<file path="src/rtl/instr_packer.sv">
// rtl/instr_packer.sv - packs decoded RV32I fields and an immediate into an instruction word, 2-entry output FIFO
// Define INSTR_PACKER_CHECK_EN to enable immediate range checks with NOP substitution.
module instr_packer #(
  parameter logic [31:0] BASE_ADDR = 32'h0000_0000,
  parameter logic [31:0] ADDR_STEP = 32'd4
) (
  input  logic        clk,
  input  logic        reset,
  input  logic        flush,
  input  logic        in_valid,
  output logic        in_ready,
  input  logic [2:0]  in_fmt,
  input  logic [6:0]  in_opcode,
  input  logic [2:0]  in_funct3,
  input  logic [6:0]  in_funct7,
  input  logic [4:0]  in_rd,
  input  logic [4:0]  in_rs1,
  input  logic [4:0]  in_rs2,
  input  logic [31:0] in_imm,
  output logic        out_valid,
  input  logic        out_ready,
  output logic [31:0] out_instr,
  output logic [31:0] out_addr,
  output logic        out_err,
  output logic [7:0]  err_count
);

  localparam logic [2:0]  FMT_R = 3'd0;
  localparam logic [2:0]  FMT_I = 3'd1;
  localparam logic [2:0]  FMT_S = 3'd2;
  localparam logic [2:0]  FMT_B = 3'd3;
  localparam logic [2:0]  FMT_U = 3'd4;
  localparam logic [2:0]  FMT_J = 3'd5;
  localparam logic [31:0] NOP   = 32'h0000_0013;

  logic [31:0] instr_q [2];
  logic [31:0] addr_q  [2];
  logic [1:0]  err_q;
  logic [1:0]  count_q, count_d;
  logic        rd_ptr_q, wr_ptr_q;
  logic [31:0] addr_cnt_q, addr_cnt_d;
  logic [7:0]  err_count_q, err_count_d;

  logic        is_shift;
  logic        fmt_bad;
  logic        range_bad;
  logic        req_err;
  logic [31:0] packed_w;
  logic        push, pop;

  assign is_shift = (in_fmt == FMT_I) && (in_opcode == 7'h13) &&
                    ((in_funct3 == 3'b001) || (in_funct3 == 3'b101));

  always_comb begin
    packed_w = '0;
    fmt_bad  = 1'b0;
    case (in_fmt)
      FMT_R: packed_w = {in_funct7, in_rs2, in_rs1, in_funct3, in_rd, in_opcode};
      FMT_I: begin
        if (is_shift)
          packed_w = {in_funct7, in_imm[4:0], in_rs1, in_funct3, in_rd, in_opcode};
        else
          packed_w = {in_imm[11:0], in_rs1, in_funct3, in_rd, in_opcode};
      end
      FMT_S: packed_w = {in_imm[11:5], in_rs2, in_rs1, in_funct3, in_imm[4:0], in_opcode};
      FMT_B: packed_w = {in_imm[12], in_imm[10:5], in_rs2, in_rs1, in_funct3,
                         in_imm[4:1], in_imm[11], in_opcode};
      FMT_U: packed_w = {in_imm[31:12], in_rd, in_opcode};
      FMT_J: packed_w = {in_imm[20], in_imm[10:1], in_imm[11], in_imm[19:12], in_rd, in_opcode};
      default: fmt_bad = 1'b1;
    endcase
  end

`ifdef INSTR_PACKER_CHECK_EN
  // Signed ranges are checked by requiring the bits above the field to be pure sign extension.
  logic fits_12, fits_13, fits_21;
  assign fits_12 = (in_imm[31:11] == '0) || (in_imm[31:11] == '1);
  assign fits_13 = (in_imm[31:12] == '0) || (in_imm[31:12] == '1);
  assign fits_21 = (in_imm[31:20] == '0) || (in_imm[31:20] == '1);

  always_comb begin
    range_bad = 1'b0;
    case (in_fmt)
      FMT_I:   range_bad = is_shift ? (in_imm[31:5] != '0) : !fits_12;
      FMT_S:   range_bad = !fits_12;
      FMT_B:   range_bad = !fits_13 || in_imm[0];
      FMT_U:   range_bad = (in_imm[11:0] != '0);
      FMT_J:   range_bad = !fits_21 || in_imm[0];
      default: range_bad = 1'b0;
    endcase
  end
`else
  assign range_bad = 1'b0;
`endif

  assign req_err = fmt_bad || range_bad;

  assign in_ready  = (count_q != 2'd2);
  assign out_valid = (count_q != 2'd0);
  assign push      = in_valid && in_ready && !flush;
  assign pop       = out_valid && out_ready;

  assign out_instr = out_valid ? instr_q[rd_ptr_q] : '0;
  assign out_addr  = out_valid ? addr_q[rd_ptr_q]  : '0;
  assign out_err   = out_valid && err_q[rd_ptr_q];
  assign err_count = err_count_q;

  always_comb begin
    count_d     = count_q + {1'b0, push} - {1'b0, pop};
    addr_cnt_d  = push ? (addr_cnt_q + ADDR_STEP) : addr_cnt_q;
    err_count_d = err_count_q;
    if (push && req_err && (err_count_q != 8'hFF))
      err_count_d = err_count_q + 8'd1;
  end

  always_ff @(posedge clk) begin
    if (reset) begin
      count_q     <= 2'd0;
      rd_ptr_q    <= 1'b0;
      wr_ptr_q    <= 1'b0;
      addr_cnt_q  <= BASE_ADDR;
      err_count_q <= 8'd0;
    end else if (flush) begin
      count_q    <= 2'd0;
      rd_ptr_q   <= 1'b0;
      wr_ptr_q   <= 1'b0;
      addr_cnt_q <= BASE_ADDR;
    end else begin
      if (push) begin
        instr_q[wr_ptr_q] <= req_err ? NOP : packed_w;
        addr_q[wr_ptr_q]  <= addr_cnt_q;
        err_q[wr_ptr_q]   <= req_err;
        wr_ptr_q          <= ~wr_ptr_q;
      end
      if (pop)
        rd_ptr_q <= ~rd_ptr_q;
      count_q     <= count_d;
      addr_cnt_q  <= addr_cnt_d;
      err_count_q <= err_count_d;
    end
  end

endmodule

</file>
<file path="config.mk">
export PLATFORM = sky130hd
export DESIGN_NAME = instr_packer
export DESIGN_NICKNAME = d
export VERILOG_FILES = /design/src/rtl/instr_packer.sv
export SDC_FILE = /design/constraint.sdc
export NUM_CORES = 1
export LEC_CHECK = 0
export ABC_AREA = 1
export CAP_MARGIN = 40
export CELL_PAD_IN_SITES_DETAIL_PLACEMENT = 1
export CELL_PAD_IN_SITES_GLOBAL_PLACEMENT = 1
export CORE_ASPECT_RATIO = 0.7
export CORE_MARGIN = 1
export CORE_UTILIZATION = 36
export DETAILED_ROUTE_END_ITERATION = 7
export PLACE_DENSITY_LB_ADDON = 0.1
export SETUP_SLACK_MARGIN = 0.4
export SLEW_MARGIN = 25
export SYNTH_ARGS = -nofsm -noshare
export SYNTH_HDL_FRONTEND = slang
export SYNTH_SLANG_ARGS = --single-unit
</file>
<file path="constraint.sdc">
create_clock -name clk -period 6.14 [get_ports clk]
set_input_delay 1.228 -clock clk [delete_from_list [all_inputs] [get_ports clk]]
set_output_delay 1.228 -clock clk [all_outputs]
set_load 0.02 [all_outputs]
</file>
== Word level (Yosys, flattened, before mapping) ==
Memories as Yosys holds them, arrays and structs flattened. A register that Yosys moved wholly into a read port is not among the register bits.
Index checks and enable logic that the tools add are counted.

* Register bits: 46
* RAM bits: 128
* Bits of input ports: 72
* Output and inout bits: 75
* Logic and storage cells: 65
* Memories: 2

* $add $sub $neg: 4
* $lt $le $gt $ge: 3
* Eq/ne operators: 10
* Muxes and demuxes: 19
* Bitwise logic cells: 4
* Reductions and logical operators: 17

{| class="wikitable"
|+ Memories
! name !! depth !! bits a word !! read ports !! clocked after memory_dff !! write ports !! RTL line !! RTL
|-
| addr_q || 2 || 32 || 1 || 1 || 1 || 37 || <nowiki>logic [31:0] addr_q [2];</nowiki>
|-
| instr_q || 2 || 32 || 1 || 1 || 1 || 36 || <nowiki>logic [31:0] instr_q [2];</nowiki>
|}

{| class="wikitable"
|+ Operators with widths
! kind !! count
|-
| 32-bit case mux with 6 select lines || 1
|-
| 32-bit two-way mux || 4
|-
| 32-bit by 3-bit adder with 32-bit output (second input constant) || 1
|-
| 1-bit two-way mux || 12
|-
| 3-bit == test (second input constant) || 3
|-
| 1-bit logical AND || 9
|-
| 8-bit by 1-bit adder with 8-bit output (second input constant) || 1
|-
| 8-bit != test (second input constant) || 1
|-
| 7-bit by 5-bit == test with 1-bit output (second input constant) || 1
|-
| 3-bit by 1-bit == test with 1-bit output (second input constant) || 2
|-
| 3-bit by 2-bit == test with 1-bit output (second input constant) || 2
|-
| 6-bit OR reduction || 1
|-
| 1-bit by 2-bit less-than comparator with 1-bit output (second input constant) || 2
|-
| 1-bit inverter || 4
|-
| 3-bit logical NOT || 1
|-
| 3-bit AND reduction || 1
|-
| 2-bit by 1-bit adder with 2-bit output || 1
|-
| 2-bit bitwise mux || 1
|-
| 2-bit != test (second input constant) || 1
|-
| 2-bit AND reduction || 1
|-
| 2-bit nonzero test || 1
|-
| 2-bit OR reduction || 1
|-
| 2-bit by 1-bit subtractor with 2-bit output || 1
|-
| 1-bit demux with 1-bit select || 1
|-
| other kinds (3) || 3
|}

== Longest topological paths before layout ==
Gate-level depths: netlist (run 1).

* Word-level depth: 7
* Depth in mapped cells: 10
* Depth with buffers taken out: 10

== Worst setup path before layout (run 1) ==
No wires, ideal clock.

* Path type: input-to-reg
* Start point: input port reset
* End point: memory addr_q[0][10], enable pin
* Arrival: 6.090 ns
* Required time: 5.582 ns
* Path slack: -0.508 ns
* Stages on the path: 5
* Path buffers: 2
* Cells stage by stage: clkbuf_1 nor2_2 inv_2 buf_2 nor3_1

* Longest elaborated chain between the ends: 2

{| class="wikitable"
|+ Ends and longest elaborated chain
! what !! RTL line !! RTL
|-
| start, declared || 8 || <nowiki>input logic reset,</nowiki>
|-
| 1-bit two-way mux || 117 || <nowiki>if (reset) begin</nowiki>
|-
| 1-bit two-way mux (not written as such) || 131 || <nowiki>addr_q[wr_ptr_q] <= addr_cnt_q;</nowiki>
|-
| end, declared || 37 ||
|}

Every way passes these cells.

==> results of run 1 <==
-- layout by cell type (no fill, tap or decap), types with 5 or more instances in the layout --
cell type / instances
a21oi_1: 89
buf_4: 6
clkbuf_16: 17
clkdlybuf4s50_1: 144
dfxtp_1: 42
edfxtp_1: 126
inv_1: 64
inv_2: 5
inv_6: 7
nand2_1: 266
nand2_2: 5
nand3_1: 32
nand4_1: 10
nor2_1: 61
nor2_2: 7
nor2_4: 6
nor3_1: 11
o21ai_0: 22
xor2_1: 7
-- cell type report --
cell class	count	area [um2]	share of cell area
Clock buffer	18	439	0.0438
Sequential cell	169	4650	0.464
Tap cell	276	345	0.0345
Timing Repair Buffer	153	1570	0.157
Multi-Input combinational cell	555	2630	0.262
Clock inverter	14	130	0.0130
Inverter	69	259	0.0259
-- sequential cells by signal, indices dropped and copies added, names as in the netlist, named ones only --
register and count:
wr_ptr_q 1, instr_q 64, addr_cnt_q 30, count_q 2
err_q 2, addr_q 60, err_count 8, rd_ptr_q 1
-- layer usage --
layer,wire (um),GRT usage
met5,0,0
met4,182,0.0478
met3,1010,0.0424
met1,11000,0.302
met2,8960,0.298
-- cell families (layout without fill, tap and decap cells) --
group           Yosys count  in the layout  synth area share
buf+inv                 101            254            0.0525
other cells               1              2          0.000490
flops                   169            169             0.607
simple gates            417            417             0.240
fa+ha+maj                 4              4           0.00654
xor+xnor                 10             10            0.0114
compound gates          122            122            0.0819
-- per-stage QoR --
step,total power [uW],setup TNS [ns],setup slack (ns),cells,instance area (um2)
after floorplan,1390,-63.04,-0.508,825,7660
after global placement,1510,0,2.37,1219,9360
after detailed placement,1510,0,2.52,1221,9420
after CTS,2540,0,2.07,1253,9990
after global routing,2610,0,2.13,1254,10000
final,2520,0,2.31,1254,10000
-- worst reg2reg max path, stage by stage, from the launching register on --
cell and delay [ns]:
dfxtp_1 0.43, ha_1 0.25, nand4_1 0.17, o21ai_1 0.60, inv_1 0.27, nor2_1 0.17, nor2_1 0.06
-- power by group --
group / total, uW / internal, uW / switching (uW) / leakage (uW)
Combinational: 234 / 103 / 131 / 0.00190
Sequential: 1250 / 1250 / 6.73 / 0.00143
Clock: 1030 / 547 / 486 / 0.000280
-- final timing paths --
path | start | endpoint | slack (ns) | cells past startpoint
worst max register to register | err_count[1] | err_count[1] | 4.09 | 6
worst min-delay path | addr_cnt_q[24] | addr_q[0][24] | 0.48 | 0
worst min register to register | addr_cnt_q[24] | addr_q[0][24] | 0.48 | 0
worst max-delay path | flip-flop | out_instr[20] | 2.31 | 5
==> results.txt, run 1 <==
The routability-driven placement congestion ratio was 0.807; the pin count of the biggest net entering global routing was 63. The worst-case IR drop observed on VDD is 0.170 mV. The proportion of layout cells with a drive suffix above 1 was 0.0808; the reported max-cap violation count was 0.

Of all nets on the critical path, the largest fanout is 49. The path type of the worst setup path is flip-flop to output port. Using the TritonRoute via totals, the vias-per-cell ratio works out to 4.84.

Counting every instance in the synthesized netlist gives 824. Yosys attributes the largest share of cell area to edfxtp_1 49%, nand2_1 13%, dfxtp_1 11%. The leakage dissipation was 0.00361 uW; the combined buffer and inverter count along the critical path was 3. Yosys mapped a number of flops with a built-in enable equal to 126.

The delay of the slowest cell on the worst path was 0.67 ns; the area enclosed by the die boundary was 21900 um2. Clock-pin slew was measured on the worst setup and hold paths at 0.07 ns. For this design, the CTS-stage hold fixing added 0 buffers.

Data on the critical path arrives at its endpoint at 2.61 ns. Count of buffers inserted at the top-level ports: 144. Family of cells with the greatest summed delay on the critical path: buffers and inverters. Number of antenna violations at the first check in global routing: 0.

CTS built an H-tree with a depth of 4. Utilization after layout: 0.481. In this run the count of I/O pins placed on the die edge is 147. The detailed router finished its first iteration with 331 violations. The clock arrives with 0.0110 ns of skew. Buffers inserted during clock tree synthesis total 17. The most used flip-flop cell after synthesis is edfxtp_1.

The tools report the worst max-slew margin expressed relative to the limit as 0.525. The clock reaches the later pin of the worst-skew pair after 0.43 ns. Iteration count of the initial detailed-routing pass: 4.

Setup repair after global routing left no endpoint under its margin. Total number of clock tree sinks: 169. Number of gates resized after CTS: 0. Dividing the detail-routed wire length by the instance count gives 16.8 um.

The die outline height came out at 124 um. In the routed design, unresolved DRC markers number 0. The number of antenna diodes in the final layout is 0.

The hold violation total from the final report was 0; the total of warnings raised by yosys was 0. The overall routing resource usage is 0.203, and the post-layout net count is 1041. Derived from the worst setup path, the maximum achievable clock frequency is 261 MHz. In this run the worst hold path is classified as flip-flop to flip-flop. The synthesized netlist contains 39 unique library cells.

Ranked by instance count, the synthesized netlist is headed by 266 x nand2_1, 126 x edfxtp_1, 89 x a21oi_1. No sink is reached through more buffers than the 2 on the longest clock path. Traced cell by cell, the critical path runs through inv_2 > buf_4 > nand2_1 > a21oi_1 > clkdlybuf4s50_1. For this design the ratio of total power to cell area is 252 nW/um2. The time the final worst path needs with I/O delays and setup was 3.83 ns. The worst setup path is launched from a flip-flop. For the count of pins over their slew limit, the log shows 0. The buffer type at the clock tree root was clkbuf_16. The share of the clock period used by the worst path was 0.624; the number of global-route vias before repair was 6014. Summed over all instances, the cell type with the most area after synthesis is edfxtp_1.

The total number of vias is 6075, and the overall routed net length is 21100 um. The kind of end point of the critical path was an output port. Hold timing on the final database bottoms out at a slack of 0.485 ns.

For the starting density of the core, the log shows 0.368. Row generation in the floorplan step produced 44 rows. The area fraction of the dominant cell type after synthesis came out at 0.494. The number of setup buffers added after CTS is 0. Data on the critical path is required at its endpoint by 4.91 ns. The overflow left after global routing is 0. nand2_1 is the most common cell in the netlist. The standard cell with the maximum stage delay on the critical path was clkdlybuf4s50_1. Counting the fill cells in the layout gives 2339.

The die is 176 um wide. After legalization and detailed placement, the total HPWL measured 14700 um. A synthesized cell averages 9.29 um2. The share of flip-flops with an asynchronous set or reset is 0. The residual antenna-violating net count after detailed routing was 0; the area growth from synthesis to layout was 30.8%. Setup violations remaining at the end of the flow were counted as 0. For the pin with the worst max-slew slack, the measured transition is 0.708 ns.

The run finished with clean final reports. The cell area that synthesis handed to floorplanning was 7650 um2. The number of synthesized register bits is 169. In this run the standard cell core region covers 20800 um2. The first global-routing pass estimated 33500 um of wire. The run gives 0.607 as the post-synthesis sequential area ratio. TritonCTS built the clock tree.
Power figures use the tool's default switching activity.
==> run 2, diff against run 1 <==
--- a/config.mk
+++ b/config.mk
@@ -11,7 +11,7 @@
 export CELL_PAD_IN_SITES_GLOBAL_PLACEMENT = 1
 export CORE_ASPECT_RATIO = 0.7
 export CORE_MARGIN = 1
-export CORE_UTILIZATION = 36
+export CORE_UTILIZATION = 39
 export DETAILED_ROUTE_END_ITERATION = 7
 export PLACE_DENSITY_LB_ADDON = 0.1
 export SETUP_SLACK_MARGIN = 0.4
==> constraint.sdc (replaced) <==
create_clock -name clk -period 3.6 [get_ports clk]
set_input_delay 0.72 -clock clk [delete_from_list [all_inputs] [get_ports clk]]
set_output_delay 0.72 -clock clk [all_outputs]
set_load 0.02 [all_outputs]
==> results.txt, run 2 (same netlist as run 1, synthesis figures left out) <==
The largest individual stage delay along the critical path comes from the cell clkdlybuf4s50_1. In the routed design, unresolved DRC markers number 0. The path class of the tightest hold or removal check is flip-flop to flip-flop. At the pin with the least slew margin, the transition time is 0.696 ns. The logs give 6139 for the total number of vias and 2650 um2 for the total area of multi-input combinational cells. The startpoint of the worst register-to-register path is count_q[1]. Fill cells in the final layout number 2170.

The post-detailed-route wirelength per cell works out to 17.3 um. The pin count of the biggest net entering global routing was 63. The worst setup path is of the flip-flop to output port kind. Setup violations remaining at the end of the flow were counted as 0. Traced cell by cell, the critical path runs through clkinv_2 > buf_12 > nand2_1 > a21oi_1 > clkdlybuf4s50_1.

For the starting density of the core, the log shows 0.401. The run finished with clean final reports. The total negative slack is 0 ns, and the time the final worst path needs with I/O delays and setup is 2.99 ns.

For the overflow left after global routing, the log shows 0. For the number of antenna violations at the first check in global routing, the log shows 0. For the worst setup path, the data arrival time is 2.27 ns.

TritonCTS created 17 clock buffers. The proportion of layout cells with a drive suffix above 1 is 0.0788. The post-detailed-route via-to-cell ratio was 4.95; the post-layout net count was 1040. The critical path contains buffers and inverters numbering 3 combined.

For the sequential standard cell area, the log shows 4650 um2. The beginning of the worst hold path is addr_cnt_q[31]. The tree is rooted in a clkbuf_16. VDD sags by at most 0.270 mV. The initialized floorplan defines 42 standard-cell rows. In this run the power density over the cells is 429 nW/um2.

The floorplan step set the die width to 169 um. The die outline height was 119 um. The first global-routing pass estimated 33800 um of wire. At the worst endpoint, the required time is 2.88 ns. After legalization and detailed placement, the total HPWL measured 14700 um.

Pin placement for this block handled 147 I/O pins. Buffers placed on the I/O ports in this run total 144. The area enclosed by the die boundary was 20200 um2; the core footprint was 19100 um2.

For this design, the sink count on the clock tree is 169. The number of antenna cells inserted was 0; the flip-flop count of the largest register, all copies and words added was 64. The run gives 6053 as the number of global-route vias before repair. In this run the static leakage power is 0.00360 uW. Clock-pin slew was measured on the worst setup and hold paths at 0.07 ns. For the final database, setup skew stands at 0.00858 ns.

On the worst path, the slowest cell contributes a delay of 0.66 ns. The detail route stage leaves a number of antenna-violating nets equal to 0. Setup repair after global routing left no endpoint under its margin. The first-iteration detailed-routing DRC count came out at 449. Worst-case clock buffer depth: 2.

The tools report the overall routing resource usage as 0.220. The clock tree synthesis step divided the H-tree into 4 levels. The largest registers in the layout are instr_q (64), addr_q (60), addr_cnt_q (30).

The tools report the worst hold slack as 0.486 ns. The area growth from synthesis to layout is 30.5%. The worst setup path is captured at an output port.

The run gives 0 as the count of pins over their slew limit. The congestion estimate from routability-driven global placement came to 0.828. The register ranked first by flip-flop count was instr_q. The worst max-slew margin expressed relative to the limit is 0.533, and the buffers inserted during post-CTS setup optimization is 0.

The maximum fanout along the worst path was 42; the hold violation total from the final report was 0. TritonCTS built the clock tree. The share of the clock period used by the worst path came out at 0.830. For the iteration count of the initial detailed-routing pass, the log shows 7. The top cell types in the final layout, fill and taps aside, are 266 x nand2_1, 144 x clkdlybuf4s50_1, 126 x edfxtp_1.

The tool flagged a number of max-cap violations equal to 0. The most common cell after layout, fill and taps aside is nand2_1. The run gives 21400 um as the overall routed net length.

Grouping stages by cell kind, the critical path spends the most delay in buffers and inverters. The clock insertion delay at the later pin of the skew report came out at 0.43 ns. Derived from the worst setup path, the maximum achievable clock frequency is 335 MHz. STA classifies the critical path startpoint as a flip-flop.
run 2: worst register-to-register path, cell delays in order (launching register included):
cell and delay (ns):
dfxtp_1 0.38, nor2_4 0.13, buf_4 0.44, inv_1 0.14, nand2_1 0.14, inv_1 0.06, ha_1 0.27, inv_1 0.04
ha_1 0.18, xor2_1 0.15, o21ai_0 0.15, a21oi_1 0.05
run 2: repair_timing:
action	in CTS	in global routing
hold endpoints to repair	0	0
resized for setup	0	2
hold buffers	0	0
endpoints found under the setup margin	0	9
run 2: final timing paths:
check                  end  slack [ns]  cells past startpoint
max           out_addr[13]        0.61                      5
min          addr_q[1][31]        0.49                      0
max reg2reg     count_q[1]        1.36                     11
min reg2reg  addr_q[1][31]        0.49                      0
run 2: cell type report:
type	count	share of cell area
Sequential cell	169	0.465
Multi-Input combinational cell	555	0.265
Timing Repair Buffer	152	0.154
Clock buffer	17	0.0426
Tap cell	264	0.0331
Inverter	69	0.0261
Clock inverter	15	0.0138
run 2: stage by stage:
| stage | instances | utilization | setup WS [ns] | area, um2 | total power [uW] |
|---|---|---|---|---|---|
| after CTS | 1241 | 0.523 | 0.446 | 9980 | 4320 |
| after floorplan | 825 | - | 0.406 | 7690 | 2370 |
| after detailed placement | 1209 | 0.494 | 0.694 | 9420 | 2580 |
| after global placement | 1209 | 0.494 | 0.801 | 9420 | 2570 |
| final | 1241 | 0.524 | 0.613 | 9990 | 4280 |
| after global routing | 1241 | 0.524 | 0.449 | 9990 | 4420 |
run 2: where the power goes:
part           switching (uW)  internal [uW]  leakage (uW)
sequential               12.0           2120       0.00143
clock                     836            912      0.000272
combinational             224            173       0.00190
total                    1070           3210       0.00360
run 2: per-layer routing:
layer	vias up	GRT usage	share of wire
li1	3038	-	-
met1	2927	0.325	0.50
met2	156	0.329	0.44
met3	18	0.0459	0.056
met4	0	0.0546	0.011
met5	-	0	0
==> run 3, diff against run 2 <==
==> constraint.sdc (replaced) <==
create_clock -name clk -period 3 [get_ports clk]
set_input_delay 0.6 -clock clk [delete_from_list [all_inputs] [get_ports clk]]
set_output_delay 0.6 -clock clk [all_outputs]
set_load 0.02 [all_outputs]
==> results.txt, run 3 (same netlist as run 1, synthesis figures left out) <==
The flow ran to the end, and the final reports show no timing, DRC or antenna violations. The clock arrives with 0.0108 ns of skew. Critical register-to-register path endpoint: count_q[1].

The maximum fanout along the worst path is 18, and the detailed placement HPWL is 15800 um. Number of global-route vias before repair: 6400. The most critical setup path has its endpoint at out_addr[4].

After the first detailed-routing iteration, the DRC count stood at 533. The worst hold path was traced through 0 stages. The family of cells with the greatest summed delay on the critical path was buffers and inverters. For the maximum ir drop on the vdd rail, the log shows 0.368 mV. For the count of pins over their slew limit, the log shows 0. For the overall routed net length, the log shows 22400 um. During I/O placement, the number of pins put on the boundary was 147.

The routed design could run at a clock period as short as 2.52 ns. The areal power density over the cells is 513 nW/um2. Register ranked first by flip-flop count: instr_q. The register-to-register setup slack is 0.86 ns. The number of stages on the worst setup path is 5, and the overall routing resource usage is 0.234.

The combined buffer and inverter count along the critical path was 3. In the final design database the tool counted 1052 nets. Once layout is complete, the cells apart from fillers number 1253. Relative to the synthesized area, the layout overhead comes to 31.1%. The area enclosed by the die boundary is 20200 um2. Standard cell with the maximum stage delay on the critical path: dfxtp_4. For this run, the detailed router's first-pass iteration total came to 5. The worst register-to-register path begins at count_q[0]. The tools report the number of antenna violations at the first check in global routing as 0.

The hold violation total from the final report came out at 0. TritonCTS built the clock tree. The critical path data arrival time is 1.92 ns, and the global-route wire length before repair is 35700 um.

Counting every sink on the clock net gives 169. For this block, the via count after detailed routing is 6285. The final critical-path setup slack was 0.480 ns; the count of buffers inserted at the top-level ports was 144. The register with the most flip-flops in the layout has 64 of them.

For the worst setup path, the data required time is 2.40 ns. The core region is 19100 um2. For the reported max-cap violation count, the log shows 0. Class of the tightest hold or removal check: flip-flop to flip-flop.

The worst setup path is captured at an output port. The tools report the worst max-slew margin expressed relative to the limit as 0.529. Entering global routing, the biggest net connects 55 pins. The repair_antennas step left the layout with diodes totalling 0.

Traced cell by cell, the critical path runs through inv_4 > buf_4 > nand2_1 > a21oi_1 > dlygate4sd2_1. The path type of the worst setup path was flip-flop to output port. The slew at the pin closest to its max-slew limit is 0.702 ns. Total number of H-tree levels: 4. Routability-driven placement finished with a final weighted congestion of 0.820. The die outline height is 119 um, and the clock buffer count from CTS is 17.

Hold is met by 0.494 ns. The delay of the slowest cell on the worst path came out at 0.43 ns. OpenSTA, run right after detailed placement, puts the worst setup slack at 0.339 ns. Overflow left after global routing: 0.

The proportion of layout cells with a drive suffix above 1 is 0.0920. In the layout the commonest cells are 266 x nand2_1, 126 x edfxtp_1, 89 x a21oi_1. The tools report the number of failing setup endpoints in the final timing report as 0.

The layer flagged by global routing as most heavily used is met1. The global-route track usage on met1 is 0.349, and the post-detailed-route wirelength per cell is 17.9 um. The largest registers in the layout are instr_q (64), addr_q (60), addr_cnt_q (30). Startpoint class of the critical path: a flip-flop. Clock latency on the worst-skew pair, taken at its later pin, is 0.44 ns.

The logic depth of the worst register-to-register path was 11; the worst-case clock buffer depth was 2. The total power draw came out at 5150 uW. The floorplan has 42 rows.

Leakage dissipation: 0.00398 uW. The share of the clock period used by the worst path came out at 0.840. Achievable clock frequency: 397 MHz. Setup repair after global routing left no endpoint under its margin.

The clock transition time at the flip-flop clock pins of the worst setup and hold paths is 0.07 ns. The width of the die works out to 169 um. The layout filler cell count was 2182. The logs give 0.341 for the met2 track demand over resource and 0.401 for the starting density of the core. The run gives 0.0528 as the global routing usage on met3. Most common cell after layout, fill and taps aside: nand2_1.

The post-detailed-route via-to-cell ratio came out at 5.02. Residual antenna-violating net count after detailed routing: 0. Buffer type at the clock tree root: clkbuf_16.

Once placement completed, the tool counted placed cells totaling 1218. DRC violation count after routing: 0.
-- run 3: cell types whose count changed in the layout (fill, tap and decap cells not counted), sizes merged, moves of 2 or more --
cell           previous run  this run
clkdlybuf4s50           144        81
dlygate4sd2               0        60
buf                       8        20
clkinv                    7         3
inv                      75        79
dlymetal6s2s              0         2
-- run 3: per-stage QoR --
step	util	setup TNS [ns]	area [um2]
3_3_place_gp	0.499	0	9520
5_1_grt	0.526	0	10000
4_1_cts	0.526	0	10000
2_1_floorplan	-	-6.00	7710
3_5_place_dp	0.499	0	9520
6_report	0.526	0	10000
-- run 3: worst min path at each step --
stage | start | end
after floorplan | addr_cnt_q[24] | addr_q[0][24]
after global placement | addr_cnt_q[24] | addr_q[0][24]
after detailed placement | addr_cnt_q[24] | addr_q[1][24]
after CTS | addr_cnt_q[24] | addr_q[1][24]
after global routing | addr_cnt_q[24] | addr_q[0][24]
final | addr_cnt_q[24] | addr_q[0][24]
-- run 3: where the power goes --
group	internal [uW]	switching, uW	total [uW]
combinational	195	276	471
clock	1090	1020	2110
sequential	2550	16.6	2560
-- run 3: timing repair --
| action | 4_1_cts | 5_1_grt |
|---|---|---|
| setup buffers | 3 | 0 |
| gates resized for setup | 63 | 4 |
| endpoints found under the setup margin | 62 | 3 |
| hold buffers | 0 | 0 |
| pin swaps | 1 | 0 |
-- run 3: worst register-to-register path, delay by kind of cell, from the launching register on --
family / cells / cell delay, ns
XOR/XNOR: 1 / 0.15
flip-flops: 1 / 0.36
AND/OR/NAND/NOR: 2 / 0.48
buffers and inverters: 4 / 0.39
AO/OA/AOI/OAI: 2 / 0.21
adder cells (fa/ha/maj): 2 / 0.44
-- run 3: area by class of cell --
class,instances,area (um2),share of cell area
flip-flops and latches,169,4650,0.463
clock buffers,17,425,0.0424
repair buffers,164,1590,0.159
multi-input cells,555,2650,0.264
well taps,264,330,0.0329
clock inverters,15,131,0.0131
inverters,69,262,0.0261
-- run 3: routing by layer --
layer	vias up	part of all wire
li1	3056	-
met1	3048	0.51
met2	162	0.42
met3	19	0.056
met4	0	0.013
met5	-	0
